===== src/rtl/draw_obstacle_set_if.sv =====
// vga_if: one pixel of VGA timing plus 12-bit colour, passed stage to stage.
interface vga_if;
  logic [10:0] hcount;
  logic [10:0] vcount;
  logic        hsync;
  logic        vsync;
  logic        hblnk;
  logic        vblnk;
  logic [11:0] rgb;

  modport in  (input  hcount, vcount, hsync, vsync, hblnk, vblnk, rgb);
  modport out (output hcount, vcount, hsync, vsync, hblnk, vblnk, rgb);
endinterface


===== src/rtl/draw_obstacle_set.sv =====
// draw_obstacle_set: overlays N_OBST scrolling pipe pairs on the vga_if stream.
// Obstacle state moves only on the vblank rising edge, so a visible frame never tears.
module draw_obstacle_set #(
  parameter int          N_OBST     = 3,
  parameter int          OBST_W     = 50,
  parameter int          GAP_H      = 150,
  parameter int          GAP_MIN    = 100,
  parameter int          GAP_MAX    = 400,
  parameter int          SPACING    = 300,
  parameter int          SPEED      = 2,
  parameter logic [11:0] COLOR      = 12'hff0,
  parameter logic [15:0] LFSR_SEED  = 16'hACE1,
  parameter int          HOR_PIXELS = 800,
  parameter int          VER_PIXELS = 600
) (
  input  logic        clk,
  input  logic        rst,
  input  logic        enable,
  input  logic        restart,
  vga_if.in           in,
  vga_if.out          out,
  output logic        obst_pix,
  output logic [15:0] passed_cnt
);

  localparam int GAP_RANGE = GAP_MAX - GAP_MIN;
  localparam logic [15:0]        LFSR_MASK  = 16'hB400;
  localparam logic signed [12:0] OBST_W13   = 13'(OBST_W);
  localparam logic signed [12:0] NEG_OBST_W = 13'(-OBST_W);
  localparam logic signed [12:0] SPEED13    = 13'(SPEED);
  localparam logic signed [12:0] SPAN13     = 13'(N_OBST * SPACING);
  localparam logic signed [12:0] GAP_H13    = 13'(GAP_H);

  if (N_OBST < 1 || N_OBST > 8) begin : g_bad_n_obst
    $error("draw_obstacle_set: N_OBST must be within 1..8");
  end
  if (GAP_MAX + GAP_H > VER_PIXELS) begin : g_bad_gap
    $error("draw_obstacle_set: GAP_MAX + GAP_H exceeds VER_PIXELS");
  end
  if (SPACING <= SPEED) begin : g_bad_spacing
    $error("draw_obstacle_set: SPACING must exceed SPEED");
  end
  if (LFSR_SEED == 16'h0000) begin : g_bad_seed
    $error("draw_obstacle_set: LFSR_SEED must be nonzero");
  end

  function automatic logic signed [12:0] init_x(input int i);
    return 13'(HOR_PIXELS + i * SPACING);
  endfunction

  function automatic logic [10:0] init_gap(input int i);
    return 11'(GAP_MIN + (i * GAP_RANGE) / N_OBST);
  endfunction

  logic signed [12:0] x_q   [N_OBST];
  logic signed [12:0] x_d   [N_OBST];
  logic signed [12:0] dec_x [N_OBST];
  logic [10:0]        gap_q [N_OBST];
  logic [10:0]        gap_d [N_OBST];
  logic [15:0]        lfsr_q, lfsr_d;
  logic [15:0]        passed_q, passed_d;
  logic               vblnk_q;
  logic               frame_tick;
  logic [19:0]        gap_prod;
  logic [10:0]        respawn_gap;

  logic [10:0] hcount_q, vcount_q;
  logic        hsync_q, vsync_q, hblnk_q;
  logic [11:0] rgb_q, rgb_d;
  logic        pix_q, pix_d;
  logic        hit;
  logic signed [12:0] h_s, v_s;

  // Restart wins over the tick for positions, but the LFSR keeps free-running on every tick.
  always_comb begin
    frame_tick  = in.vblnk & ~vblnk_q;
    lfsr_d      = lfsr_q;
    if (frame_tick)
      lfsr_d = {1'b0, lfsr_q[15:1]} ^ (lfsr_q[0] ? LFSR_MASK : 16'h0000);
    gap_prod    = 20'(lfsr_q[7:0]) * 20'(GAP_RANGE);
    respawn_gap = 11'(GAP_MIN + int'(gap_prod >> 8));
    passed_d    = passed_q;
    for (int i = 0; i < N_OBST; i++) begin
      x_d[i]   = x_q[i];
      gap_d[i] = gap_q[i];
      dec_x[i] = x_q[i] - SPEED13;
      if (restart) begin
        x_d[i]   = init_x(i);
        gap_d[i] = init_gap(i);
      end else if (frame_tick && enable) begin
        if (dec_x[i] <= NEG_OBST_W) begin
          x_d[i]   = dec_x[i] + SPAN13;
          gap_d[i] = respawn_gap;
          passed_d = passed_d + 16'd1;
        end else begin
          x_d[i] = dec_x[i];
        end
      end
    end
    if (restart)
      passed_d = 16'd0;
  end

  always_comb begin
    h_s = $signed({2'b00, in.hcount});
    v_s = $signed({2'b00, in.vcount});
    hit = 1'b0;
    for (int i = 0; i < N_OBST; i++) begin
      if ((h_s >= x_q[i]) && (h_s < x_q[i] + OBST_W13) &&
          ((v_s < $signed({2'b00, gap_q[i]})) ||
           (v_s >= $signed({2'b00, gap_q[i]}) + GAP_H13)))
        hit = 1'b1;
    end
    rgb_d = in.rgb;
    pix_d = 1'b0;
    if (in.vblnk || in.hblnk) begin
      rgb_d = 12'h000;
    end else if (hit) begin
      rgb_d = COLOR;
      pix_d = 1'b1;
    end
  end

  always_ff @(posedge clk or posedge rst) begin
    if (rst) begin
      for (int i = 0; i < N_OBST; i++) begin
        x_q[i]   <= init_x(i);
        gap_q[i] <= init_gap(i);
      end
      lfsr_q   <= LFSR_SEED;
      passed_q <= 16'd0;
      vblnk_q  <= 1'b0;
      hcount_q <= 11'd0;
      vcount_q <= 11'd0;
      hsync_q  <= 1'b0;
      vsync_q  <= 1'b0;
      hblnk_q  <= 1'b0;
      rgb_q    <= 12'h000;
      pix_q    <= 1'b0;
    end else begin
      for (int i = 0; i < N_OBST; i++) begin
        x_q[i]   <= x_d[i];
        gap_q[i] <= gap_d[i];
      end
      lfsr_q   <= lfsr_d;
      passed_q <= passed_d;
      vblnk_q  <= in.vblnk;
      hcount_q <= in.hcount;
      vcount_q <= in.vcount;
      hsync_q  <= in.hsync;
      vsync_q  <= in.vsync;
      hblnk_q  <= in.hblnk;
      rgb_q    <= rgb_d;
      pix_q    <= pix_d;
    end
  end

  // The registered vblank doubles as the edge detector's history bit.
  assign out.hcount = hcount_q;
  assign out.vcount = vcount_q;
  assign out.hsync  = hsync_q;
  assign out.vsync  = vsync_q;
  assign out.hblnk  = hblnk_q;
  assign out.vblnk  = vblnk_q;
  assign out.rgb    = rgb_q;
  assign obst_pix   = pix_q;
  assign passed_cnt = passed_q;

endmodule


===== src/flat_wrapper.sv =====
// flat-port wrapper written by rule: the top's interface ports become plain ports
module draw_obstacle_set_flat 
#(
  parameter int          N_OBST     = 3,
  parameter int          OBST_W     = 50,
  parameter int          GAP_H      = 150,
  parameter int          GAP_MIN    = 100,
  parameter int          GAP_MAX    = 400,
  parameter int          SPACING    = 300,
  parameter int          SPEED      = 2,
  parameter logic [11:0] COLOR      = 12'hff0,
  parameter logic [15:0] LFSR_SEED  = 16'hACE1,
  parameter int          HOR_PIXELS = 800,
  parameter int          VER_PIXELS = 600
)
  (clk, rst, enable, restart, obst_pix, passed_cnt, in_hcount, in_vcount, in_hsync, in_vsync, in_hblnk, in_vblnk, in_rgb, out_hcount, out_vcount, out_hsync, out_vsync, out_hblnk, out_vblnk, out_rgb);
  vga_if in_i ();
  vga_if out_i ();
  input  logic clk;
  input  logic rst;
  input  logic enable;
  input  logic restart;
  output logic obst_pix;
  output logic [15:0] passed_cnt;
  input wire logic [$bits(in_i.hcount)-1:0] in_hcount;
  input wire logic [$bits(in_i.vcount)-1:0] in_vcount;
  input wire logic [$bits(in_i.hsync)-1:0] in_hsync;
  input wire logic [$bits(in_i.vsync)-1:0] in_vsync;
  input wire logic [$bits(in_i.hblnk)-1:0] in_hblnk;
  input wire logic [$bits(in_i.vblnk)-1:0] in_vblnk;
  input wire logic [$bits(in_i.rgb)-1:0] in_rgb;
  output wire logic [$bits(out_i.hcount)-1:0] out_hcount;
  output wire logic [$bits(out_i.vcount)-1:0] out_vcount;
  output wire logic [$bits(out_i.hsync)-1:0] out_hsync;
  output wire logic [$bits(out_i.vsync)-1:0] out_vsync;
  output wire logic [$bits(out_i.hblnk)-1:0] out_hblnk;
  output wire logic [$bits(out_i.vblnk)-1:0] out_vblnk;
  output wire logic [$bits(out_i.rgb)-1:0] out_rgb;
  assign in_i.hcount = in_hcount;
  assign in_i.vcount = in_vcount;
  assign in_i.hsync = in_hsync;
  assign in_i.vsync = in_vsync;
  assign in_i.hblnk = in_hblnk;
  assign in_i.vblnk = in_vblnk;
  assign in_i.rgb = in_rgb;
  assign out_hcount = out_i.hcount;
  assign out_vcount = out_i.vcount;
  assign out_hsync = out_i.hsync;
  assign out_vsync = out_i.vsync;
  assign out_hblnk = out_i.hblnk;
  assign out_vblnk = out_i.vblnk;
  assign out_rgb = out_i.rgb;
  draw_obstacle_set #(.N_OBST(N_OBST), .OBST_W(OBST_W), .GAP_H(GAP_H), .GAP_MIN(GAP_MIN), .GAP_MAX(GAP_MAX), .SPACING(SPACING), .SPEED(SPEED), .COLOR(COLOR), .LFSR_SEED(LFSR_SEED), .HOR_PIXELS(HOR_PIXELS), .VER_PIXELS(VER_PIXELS)) u_core (.clk(clk), .rst(rst), .enable(enable), .restart(restart), .in(in_i), .out(out_i), .obst_pix(obst_pix), .passed_cnt(passed_cnt));
endmodule

===== config.mk =====
export PLATFORM = sky130hd
export DESIGN_NAME = draw_obstacle_set_flat
export DESIGN_NICKNAME = d
export VERILOG_FILES = /design/src/rtl/draw_obstacle_set_if.sv /design/src/rtl/draw_obstacle_set.sv /design/src/flat_wrapper.sv
export SDC_FILE = /design/constraint.sdc
export NUM_CORES = 1
export LEC_CHECK = 0
export BUFFER_PORTS_ARGS = -buffer_cell sky130_fd_sc_hd__buf_2
export CORE_ASPECT_RATIO = 1.4
export CORE_UTILIZATION = 25
export DETAILED_ROUTE_END_ITERATION = 16
export GPL_TIMING_DRIVEN = 1
export PLACE_DENSITY = 0.41
export SYNTH_ARGS = -nofsm -noshare
export SYNTH_HDL_FRONTEND = slang
export SYNTH_SLANG_ARGS = --single-unit

===== constraint.sdc =====
create_clock -name clk -period 7.2 [get_ports clk]
set_input_delay 0 -clock clk [delete_from_list [all_inputs] [get_ports clk]]
set_output_delay 0 -clock clk [all_outputs]
set_load 0.05 [all_outputs]

**Yosys cells after proc, flatten, opt, wreduce, memory -nomap -nowiden**

Cells that the tools add are included.

- Register bits: 143
- Output and inout port bits: 55
- Input bits: 42

- $add $sub $neg: 16
- Multiplexer cells: 35
- $lt $le $gt $ge: 15
- Reduce and logical (&&, ||, !) cells: 18
- Bitwise operators: 3
- $mul: 1

Operators with widths:

| cell | count |
|---|---|
| 16-bit two-way mux | 10 |
| 13-bit two-way mux | 9 |
| 11-bit two-way mux | 9 |
| 12-bit by 13-bit >= comparator with 1-bit output | 6 |
| 16-bit by 1-bit adder with 16-bit output, second input constant | 3 |
| 13-bit by 11-bit adder with 13-bit output, second input constant | 3 |
| 13-bit by 7-bit adder with 13-bit output, second input constant | 3 |
| 13-bit by 7-bit <= comparator with 1-bit output, second input constant | 3 |
| 12-bit by 13-bit less-than comparator with 1-bit output | 3 |
| 13-bit by 3-bit subtractor with 13-bit output, second input constant | 3 |
| 11-bit by 8-bit adder with 12-bit output, second input constant | 3 |
| 11-bit less-than comparator | 3 |
| 12-bit two-way mux | 2 |
| 15-bit by 16-bit XOR with 16-bit output | 1 |
| 8-bit by 7-bit multiplier with 15-bit output, second input constant | 1 |
| 7-bit by 9-bit adder with 10-bit output, first input constant | 1 |
| 2-bit nonzero test | 4 |
| 1-bit logical AND | 7 |
| 2-bit AND reduction | 3 |
| 1-bit two-way mux | 5 |
| 1-bit logical OR | 4 |
| 1-bit AND | 1 |
| 1-bit inverter | 1 |

**Longest topological paths before layout**

Gate-level depths: netlist of the first run.

- Depth after elaboration: 13
- Depth in mapped cells: 22

**Least setup slack after synthesis of the first run**

No wires, ideal clock.

- Path kind: reg-to-reg
- Start point: register u_core.x_q[27] (netlist bit)
- End point: register u_core.passed_q[15], in the netlist u_core.passed_cnt[15]
- Cell stages (with the launch flop): 19
- Data arrival time: 5.010 ns
- Required time: 7.122 ns
- Setup slack: 2.112 ns
- Cell sequence: dfrtp_1 inv_1 ha_1 or4b_4 xor2_1 o31a_1 o31a_1 o21ai_1 buf_2 xnor2_1 ha_1 nand3_1 or4b_1 a311oi_2 o32ai_2 or3_1 clkbuf_2 or4b_1 a21oi_1

- Word-level cells in the longest chain between the ends: 13

Ends and longest elaborated chain:

| item | line | RTL |
|---|---|---|
| start: declaration | draw_obstacle_set.sv:55 | `logic signed [12:0] x_q [N_OBST];` |
| start signal: indexed assignment | draw_obstacle_set.sv:127 | `x_q[i] <= init_x(i);` |
| start signal: indexed assignment | draw_obstacle_set.sv:142 | `x_q[i] <= x_d[i];` |
| 13-bit by 3-bit subtractor with 13-bit output (*) | draw_obstacle_set.sv:86 | `dec_x[i] = x_q[i] - SPEED13;` |
| 13-bit by 7-bit <= comparator with 1-bit output (*) | draw_obstacle_set.sv:91 | `if (dec_x[i] <= NEG_OBST_W) begin` |
| 16-bit two-way mux (*) | draw_obstacle_set.sv:91 |  |
| 16-bit two-way mux (*) | draw_obstacle_set.sv:90 | `end else if (frame_tick && enable) begin` |
| 16-bit two-way mux (*) | draw_obstacle_set.sv:87 | `if (restart) begin` |
| 16-bit by 1-bit adder with 16-bit output | draw_obstacle_set.sv:94 | `passed_d = passed_d + 16'd1;` |
| 16-bit two-way mux | draw_obstacle_set.sv:91 |  |
| 16-bit two-way mux | draw_obstacle_set.sv:90 |  |
| 16-bit two-way mux (*) | draw_obstacle_set.sv:87 |  |
| 16-bit by 1-bit adder with 16-bit output | draw_obstacle_set.sv:94 |  |
| 16-bit two-way mux | draw_obstacle_set.sv:91 |  |
| 16-bit two-way mux (*) | draw_obstacle_set.sv:90 |  |
| 16-bit two-way mux (*) | draw_obstacle_set.sv:100 | `if (restart)` |
| net u_core.passed_d[15] | draw_obstacle_set.sv:61 | `logic [15:0] passed_q, passed_d;` |
| end signal: assignment | draw_obstacle_set.sv:146 | `passed_q <= passed_d;` |
| end: declaration | draw_obstacle_set.sv:61 |  |

The timed path passes the listed nets; every way through them passes the cells marked *.
A chain may end at the register's enable or synchronous reset.

**Worst setup path after layout of the first run**

Same ends and word-level chain as after synthesis.

==> results of run 1 <==
-- routing by layer --
metal	up-vias	global-route usage [%]	share of wire [%]
li1	5472	-	-
met1	5233	16.5	40
met2	164	29.7	55
met3	35	2.06	2.3
met4	0	5.81	2.0
met5	-	0	0
-- synthesized netlist by cell type (all sizes together), types with 10 or more instances --
master	number	area (sq um)
o31ai	11	96.3
a31oi	12	75.1
nand2	88	330
dfrtp	106	2650
dfstp	31	815
a21oi	106	534
o21a	32	240
or3	24	150
o211ai	17	128
nand3	47	235
nor2b	20	125
a211oi	20	155
nor4	10	77.6
nand4	21	131
nor3	44	230
and3	19	119
nand2b	26	163
mux2	15	173
inv	115	432
or2	10	62.6
nor2	111	417
xnor2	95	832
a21o	19	143
xor2	26	228
o21ai	94	470
ha	173	2160
and2	16	100
clkbuf	62	234
-- registers in the layout (all words and copies together) (netlist names) --
register	cells
u_core.lfsr_q	16
u_core.out.vblnk	1
u_core.out.hblnk	1
u_core.out.hsync	1
u_core.out.hcount	11
u_core.x_q	36
u_core.obst_pix	1
u_core.out.vcount	11
u_core.out.rgb	12
u_core.passed_cnt	16
u_core.gap_q	30
u_core.out.vsync	1
-- power groups by stage --
stage / Sequential, mW / Clock (mW) / Combinational (mW)
6_report: 0.905 / 0.887 / 1.43
5_1_grt: 0.916 / 0.945 / 1.61
4_1_cts: 0.908 / 0.924 / 1.47
3_5_place_dp: 0.922 / 0 / 1.44
3_3_place_gp: 0.919 / 0 / 1.44
2_1_floorplan: 0.936 / 0 / 0.999
-- cells by family after synthesis --
logic type                 Yosys count
xor gates and xnor gates           122
and+or+nand+nor                    459
buffers and inverters              185
muxes                               22
AOI/OAI and AO/OA                  376
DFF                                137
adders and majority gates          179
-- final timing paths --
path	startpoint	to	slack [ns]	cells past startpoint
setup / recovery	u_core.x_q[27]	u_core.passed_cnt[15]	1.43	19
hold / removal	in_hsync	u_core.out.hsync	0.18	2
setup reg to reg	u_core.x_q[27]	u_core.passed_cnt[15]	1.43	19
hold reg to reg	u_core.lfsr_q[8]	u_core.lfsr_q[7]	0.50	2
max in group asynchronous	rst	u_core.x_q[27]	5.68	4
min in group asynchronous	rst	u_core.out.rgb[5]	0.25	3
-- stage by stage --
step           power (mW)  instance area [sq um]
3_5_place_dp         2.36                  13600
5_1_grt              3.47                  14600
2_1_floorplan        1.94                  12600
3_3_place_gp         2.36                  13600
6_report             3.22                  14600
4_1_cts              3.30                  14600
-- cell type report --
class / count / area [sq um] / share of cell area (%)
clock buffer: 20 / 447 / 3.06
clock inverter: 12 / 118 / 0.805
inverter: 117 / 444 / 3.04
multi-input combinational: 1158 / 8390 / 57.5
sequential: 137 / 3470 / 23.7
tap: 637 / 797 / 5.46
timing repair buffer: 144 / 938 / 6.43
-- what timing repair did --
| item | 4_1_cts | 5_1_grt |
|---|---|---|
| hold buffers | 39 | 0 |
| gates resized for setup | 0 | 0 |
| hold endpoints to repair | 107 | 0 |
| setup buffers | 0 | 0 |
-- critical path: cells and delay by family, from the launching register on --
family                     cells  cell delay (ns)
AOI/OAI and AO/OA              7             2.20
and+or+nand+nor                7             1.98
adders and majority gates      3             0.69
DFF                            1             0.51
xor gates and xnor gates       1             0.20
buffers and inverters          1             0.11
==> impl_metrics.ini, run 1 <==
[logic_synthesis]
syn_avg_cell_area_sq_um = 8.48
synth-simple-area-share_pct = 18.7
synth_top_family_by_area = compound AO/OA/AOI/OAI gates
yosys_warnings = 0
yosysSeqAreaShare_pct = 27.6
netlist_instances = 1480
synthesis.area_sq_mm = 0.0126
synthFlopType = dfrtp_1
muxShareOfSynthArea_pct = 1.93
ys_ff_latch = 137
synth_adder_area_share_pct = 18.2
ys_types = 81
synthArstFlopShare_pct = 100
synth_xor_area_share_pct = 8.62
synth_edf_count = 0
mappedNetlistNets = 1701
synth_compound_gate_area_share_pct = 19.3

[cts]
cts_root_buf = clkbuf_16
clk_path_buf_depth = 2
clkSinkCount = 137
clk_latency_ns = 0.47
h-tree-depth = 4
clkSlewWorstSetupHoldPaths_ns = 0.07
cts_made_buffers = 17
cts_tree = done

[timing]
tightest_slew_ns = 1.05
fin_crit_sh_pct = 80.2
fmax_mhz = 173
max_slew_margin_pct = 29.7
period_needed_ns = 5.77
fin_skew_ns = 0.0115
fin_tns_setup_ns = 0
rsz0062_at_grt = false
slew_violations = 0
finalWorstSetupSlack_ns = 1.43
hold_viol_final = 0
setup_violations = 0
whs_ns = 0.177

[setup_path]
max_stage_delay_ns = 0.70
path_cells = inv_1 > ha_1 > xor2_1 > ha_1 > nand2b_1 > a2111oi_0 > o31a_1 > o21ba_2 > a21oi_2 > nand2_1 > nand2_1 > ha_1 > nand3_1 > or4b_1 > a311oi_2 > o32ai_2 > or3_1 > or4b_1 > a21oi_1
timing.critical_path.mode_cell = ha_1
critPathRequiredTime_ns = 7.58
worstPathArrival_ns = 6.15
cp-start-kind = flop
crit_type = reg2reg
critical_path.max_fanout = 16
cp-end-kind = flop
cp_slowest_cell = a21oi_2

[detailed_routing]
first_pass_iters = 5
drtIter0Drc = 573
vias_per_cell = 4.90
drtAntennaViolNets = 0
post-route-drc-count = 0
finalWirelength_um = 38100
vias = 10900
wl_per_cell_um = 17.1

[floorplan]
rows = 96
design.core.area_sq_mm = 0.0492
die_h_um = 267
fp.dieArea_sq_mm = 0.0511
die_w_um = 191
design.portCount = 97
start_util_pct = 25.5

[grt]
grt_overflow = 0
grt_pass1_vias = 11000
grt_pass1_wl_um = 60700
grt_usage_pct = 15.3
antenna_found_initial = 0
grt_start_max_net_pins = 90

[pwr]
netSwitchingPower_mw = 1.34
swShare_pct = 41.4
p_leak_nw = 6.42
p_int_mw = 1.89
peakVddDrop_uv = 221
clkPwrFrac_pct = 27.5
combPwrFrac_pct = 44.4
seqPwrFrac_pct = 28.1
p_per_area_mw_per_mm2 = 221

[layout]
fillCellCount = 5319
final_cell_mix = ha_1, inv_1, nor2_1
final_cell_count_no_fill = 2225
fin_nets = 1796
final_common_cell = ha_1
area_growth_pct = 16.3
layout-drive-gt1-share_pct = 13.3
diodes = 0
final_util_pct = 29.7

[placed_design]
dp_worst_setup_slack_ns = 1.45
place_inst = 2154
gp_congestion = 0.825
numPortBuffers = 96
place_hpwl_um = 29000

[flow_run]
cap_violations = 0

[worst_hold_path]
hp-class = in2reg

[outcome]
status = complete, no violations
No activity file was read; power rests on OpenSTA's default activity.
==> run 2: changes to the inputs <==
--- a/config.mk
+++ b/config.mk
@@ -10,7 +10,7 @@
 export CORE_UTILIZATION = 25
 export DETAILED_ROUTE_END_ITERATION = 16
 export GPL_TIMING_DRIVEN = 1
-export PLACE_DENSITY = 0.41
+export PLACE_DENSITY = 0.42
 export SYNTH_ARGS = -nofsm -noshare
 export SYNTH_HDL_FRONTEND = slang
 export SYNTH_SLANG_ARGS = --single-unit
==> constraint.sdc (replaced) <==
create_clock -name clk -period 4.9 [get_ports clk]
set_input_delay 0 -clock clk [delete_from_list [all_inputs] [get_ports clk]]
set_output_delay 0 -clock clk [all_outputs]
set_load 0.05 [all_outputs]
==> impl_metrics.ini, run 2 (synthesized netlist as in run 1, its figures left out) <==
[layout]
ff_latch_area_sq_mm = 0.00347
largestRegisters = u_core.x_q (36), u_core.gap_q (30)
final_common_cell = ha_1
final_util_pct = 31.1
final_cell_count_no_fill = 2291
layout-drive-gt1-share_pct = 18.6
diodes = 0
largest_reg_flops = 36
fillCellCount = 5297
regMostFlops = u_core.x_q
final_cell_mix = ha_1, nor2_1, inv_1
fin_nets = 1862
area_growth_pct = 21.9
multi_input_area_sq_mm = 0.00858

[grt]
grt.met2_usage_pct = 30.1
grt_pass1_wl_um = 62900
grt_overflow = 0
antenna_found_initial = 0
grt_busiest_layer = met2
grt_start_max_net_pins = 73
gr-usage-met3_pct = 1.95
grt_usage_pct = 15.9
grt_pass1_vias = 11500
met1_usage_pct = 17.9

[detailed_routing]
first_pass_iters = 5
post-route-drc-count = 0
drtAntennaViolNets = 0
vias = 11200
finalWirelength_um = 39600
drtIter0Drc = 643
wl_per_cell_um = 17.3
vias_per_cell = 4.88

[setup_path]
worstPathArrival_ns = 5.13
critPathRequiredTime_ns = 5.28
max_stage_delay_ns = 0.55
cp-end-kind = flop
path_cells = inv_2 > ha_4 > or4b_4 > xor2_2 > o31a_1 > o31a_1 > o21ai_4 > xnor2_2 > ha_2 > nand3_2 > or4b_4 > a311oi_4 > o32ai_2 > or3_4 > or4b_4 > a21oi_2
rrSetupSlack_ns = 0.15
cp-endpoint = u_core.passed_cnt[15]
cp_slowest_cell = or4b_4
path_depth = 16
crit_type = reg2reg
path_buf_inv = 1
r2r_start = u_core.x_q[27]
critical_path.max_fanout = 8
timing.critical_path.mode_cell = or4b_4
timing.rr.end = u_core.passed_cnt[15]
cp-start-kind = flop
worstRegToRegCells = 16
path_delay_family = simple AND/OR/NAND/NOR gates
cp-startpoint = u_core.x_q[27]

[floorplan]
design.core.area_sq_mm = 0.0492
rows = 96
design.portCount = 97
start_util_pct = 25.5
fp.dieArea_sq_mm = 0.0511
die_w_um = 191
die_h_um = 267

[cts]
clkSlewWorstSetupHoldPaths_ns = 0.07
h-tree-depth = 4
clk_latency_ns = 0.45
clk_path_buf_depth = 2
cts_tree = done
cts_made_buffers = 17
cts_root_buf = clkbuf_16
clkSinkCount = 137

[worst_hold_path]
hp-class = in2reg

[timing]
fin_crit_sh_pct = 97.0
max_slew_margin_pct = 36.3
fmax_mhz = 210
fin_tns_setup_ns = 0
tightest_slew_ns = 0.955
setup_violations = 0
period_needed_ns = 4.75
finalWorstSetupSlack_ns = 0.148
rsz0062_at_grt = true
slew_violations = 0
hold_viol_final = 0
fin_skew_ns = 0.0151

[pwr]
p_int_mw = 3.08
clkPwrFrac_pct = 25.7
combPwrFrac_pct = 49.3
seqPwrFrac_pct = 25.0
p_per_area_mw_per_mm2 = 340
peakVddDrop_uv = 472
netSwitchingPower_mw = 2.12
p_leak_nw = 6.80
swShare_pct = 40.8

[outcome]
status = complete, no violations

[placed_design]
gp_congestion = 0.829
place_inst = 2211
place_hpwl_um = 30400
dp_worst_setup_slack_ns = -0.0717
numPortBuffers = 96

[flow_run]
cap_violations = 0
run 2: power groups by stage:
stage | combinational (mW) | sequential (mW) | clock [mW]
6_report | 2.57 | 1.30 | 1.34
5_1_grt | 2.89 | 1.31 | 1.42
4_1_cts | 2.32 | 1.31 | 1.39
3_5_place_dp | 2.26 | 1.33 | 0
3_3_place_gp | 2.25 | 1.32 | 0
2_1_floorplan | 1.47 | 1.38 | 0
run 2: timing repair:
| action | CTS | global route |
|---|---|---|
| pin swaps | 0 | 23 |
| hold endpoints to repair | 93 | 0 |
| setup endpoints to repair | 3 | 11 |
| gates resized for setup | 2 | 31 |
| setup buffers | 0 | 9 |
| hold buffers | 39 | 0 |
| cloned | 0 | 0 |
run 2: area by class of cell:
cell class                 instances  share of cell area [%]
tap                              637                    5.21
clock inverter                    15                    1.03
clock buffer                      17                    2.78
sequential                       137                    22.7
timing repair buffer             210                    9.37
inverter                         117                    2.90
multi-input combinational       1158                    56.1
run 2: per-stage QoR:
| step | hold WS, ns | power [mW] | area (sq um) |
|---|---|---|---|
| 2_1_floorplan | 0.0314 | 2.85 | 12600 |
| 3_3_place_gp | 0.125 | 3.57 | 14100 |
| 3_5_place_dp | 0.111 | 3.59 | 14100 |
| 4_1_cts | 0.0469 | 5.02 | 15100 |
| 5_1_grt | 0.0781 | 5.63 | 15300 |
| 6_report | 0.0763 | 5.21 | 15300 |
run 2: routing by layer:
layer  wire length, um  part of all wire [%]  up-vias
li1                  -                     -     5598
met3               870                   2.2       48
met5                 0                     0        -
met1             16400                    41     5392
met2             21400                    54      145
met4               985                   2.5        0
run 2: how the worst min path moves through the flow:
stage | startpoint | endpoint | slack [ns] | depth (start not counted)
after detailed placement | in_hsync | u_core.out.hsync | 0.11 | 1
after CTS | restart | u_core.passed_cnt[12] | 0.05 | 3
after global routing | restart | u_core.passed_cnt[12] | 0.08 | 3
after floorplan | in_hblnk | u_core.out.hblnk | 0.03 | 0
final | restart | u_core.passed_cnt[15] | 0.08 | 3
after global placement | in_vsync | u_core.out.vsync | 0.12 | 1
run 2: worst register-to-register path, stage by stage (launching register included):
cell and delay (ns):
dfrtp_2 0.41, inv_2 0.08, ha_4 0.16, or4b_4 0.55
xor2_2 0.18, o31a_1 0.31, o31a_1 0.37, o21ai_4 0.25
xnor2_2 0.16, ha_2 0.23, nand3_2 0.07, or4b_4 0.51
a311oi_4 0.32, o32ai_2 0.13, or3_4 0.35, or4b_4 0.49
a21oi_2 0.14
==> run 3: changes to the inputs <==
--- a/config.mk
+++ b/config.mk
@@ -10,6 +10,7 @@
 export CORE_UTILIZATION = 25
 export DETAILED_ROUTE_END_ITERATION = 16
 export GPL_TIMING_DRIVEN = 1
+export HOLD_SLACK_MARGIN = 0.12
 export PLACE_DENSITY = 0.42
 export SYNTH_ARGS = -nofsm -noshare
 export SYNTH_HDL_FRONTEND = slang
==> impl_metrics.ini, run 3 (synthesized netlist as in run 1, its figures left out) <==
[flow_run]
cap_violations = 0

[timing]
finalWorstSetupSlack_ns = 0.147
setup_violations = 0
period_needed_ns = 4.75
rsz0062_at_grt = true
fin_tns_setup_ns = 0
slew_violations = 0
fmax_mhz = 210
whs_ns = 0.133
tightest_slew_ns = 0.955
hold_viol_final = 0
fin_crit_sh_pct = 97.0
fin_skew_ns = 0.0151
max_slew_margin_pct = 36.3

[outcome]
status = complete, no violations

[detailed_routing]
post-route-drc-count = 0
vias = 11200
drtIter0Drc = 605
wl_per_cell_um = 17.3
vias_per_cell = 4.87
first_pass_iters = 5
finalWirelength_um = 39600
drtAntennaViolNets = 0

[pwr]
p_int_mw = 3.08
swShare_pct = 40.8
finalPower_mw = 5.21
combPwrFrac_pct = 49.3
p_per_area_mw_per_mm2 = 340
clkPwrFrac_pct = 25.7
netSwitchingPower_mw = 2.13
seqPwrFrac_pct = 25.0
p_leak_nw = 6.80
peakVddDrop_uv = 472

[cts]
cts_made_buffers = 17
cts_root_buf = clkbuf_16
clkSlewWorstSetupHoldPaths_ns = 0.07
h-tree-depth = 4
clk_path_buf_depth = 2
clkSinkCount = 137
cts_tree = done
clk_latency_ns = 0.45

[grt]
grt_pass1_wl_um = 62900
antenna_found_initial = 0
grt_overflow = 0
grt_pass1_vias = 11500
grt_usage_pct = 15.9
grt_start_max_net_pins = 73

[setup_path]
worstRegToRegCells = 16
crit_type = reg2reg
path_delay_family = simple AND/OR/NAND/NOR gates
max_stage_delay_ns = 0.55
critPathRequiredTime_ns = 5.28
path_cells = inv_2 > ha_4 > or4b_4 > xor2_2 > o31a_1 > o31a_1 > o21ai_4 > xnor2_2 > ha_2 > nand3_2 > or4b_4 > a311oi_4 > o32ai_2 > or3_4 > or4b_4 > a21oi_2
critical_path.max_fanout = 8
r2r_start = u_core.x_q[27]
rrSetupSlack_ns = 0.15
cp-start-kind = flop
timing.rr.end = u_core.passed_cnt[15]
worstPathArrival_ns = 5.13
cp_slowest_cell = or4b_4
path_buf_inv = 1
cp-end-kind = flop
timing.critical_path.mode_cell = or4b_4

[layout]
regMostFlops = u_core.x_q
final_cell_mix = ha_1, nor2_1, inv_1
area_growth_pct = 22.0
largestRegisters = u_core.x_q (36), u_core.gap_q (30)
largest_reg_flops = 36
final_common_cell = ha_1
fin_nets = 1863
diodes = 0
layout-drive-gt1-share_pct = 18.6
fillCellCount = 5298
final_util_pct = 31.1

[floorplan]
design.core.area_sq_mm = 0.0492
fp.dieArea_sq_mm = 0.0511
die_w_um = 191
start_util_pct = 25.5
design.portCount = 97
die_h_um = 267
rows = 96

[placed_design]
place_hpwl_um = 30400
gp_congestion = 0.829
dp_worst_setup_slack_ns = -0.0717
numPortBuffers = 96

[worst_hold_path]
hp-class = in2reg
min_path_cells = 4
min_from = enable
hold_end = u_core.x_q[35]
==> run 3: cell count changes in the layout (fill, tap and decap cells not counted), sizes merged <==
| cell | before | now |
|---|---|---|
| dlygate4sd3 | 39 | 40 |
==> run 3: area by class of cell <==
cell class              instances  area [sq um]  area share (%)
multi-input cells            1158          8580            56.0
flip-flops and latches        137          3470            22.6
well taps                     637           797            5.20
clock buffers                  17           425            2.78
clock inverters                15           158            1.03
repair buffers                211          1440            9.42
inverters                     117           444            2.90
==> run 3: tightest hold or removal path, cell delays in order <==
cell     delay, ns
buf_2         0.09
nand2_2       0.17
o21ai_0       0.22
nand3_1       0.08
==> run 3: through the flow <==
stage / area [sq um] / instances
after floorplan: 12600 / 1480
after global placement: 14100 / 2211
after detailed placement: 14100 / 2211
after CTS: 15100 / 2283
after global routing: 15300 / 2292
final: 15300 / 2292
==> run 3: worst max path at each step <==
stage	start	endpoint	slack [ns]	cells after the start
floorplan	u_core.x_q[28]	u_core.passed_cnt[15]	0.004	19
global placement	u_core.lfsr_q[6]	u_core.gap_q[28]	-0.004	21
detailed placement	u_core.lfsr_q[6]	u_core.gap_q[28]	-0.07	21
CTS	u_core.lfsr_q[6]	u_core.gap_q[28]	0.02	21
global route	u_core.x_q[27]	u_core.passed_cnt[15]	-0.002	16
finish	u_core.x_q[27]	u_core.passed_cnt[15]	0.15	16
==> run 3: repair_timing <==
item	in CTS	in global routing
pin swaps	0	23
endpoints found under the hold margin	109	0
buffers inserted	0	9
endpoints found under the setup margin	3	11
hold buffers	40	0
resized for setup	2	31
==> run 3: power by group through the flow <==
stage | Combinational [mW] | Clock [mW] | Sequential, mW
after CTS | 2.32 | 1.39 | 1.31
after global placement | 2.25 | 0 | 1.32
after global routing | 2.89 | 1.42 | 1.31
after floorplan | 1.47 | 0 | 1.38
after detailed placement | 2.26 | 0 | 1.33
final | 2.57 | 1.34 | 1.30
==> run 3: metal layers <==
metal	part of all wire (%)	GRT usage (%)
met5	0	0
met1	42	17.9
met2	54	30.1
met3	2.1	1.94
met4	2.5	5.64
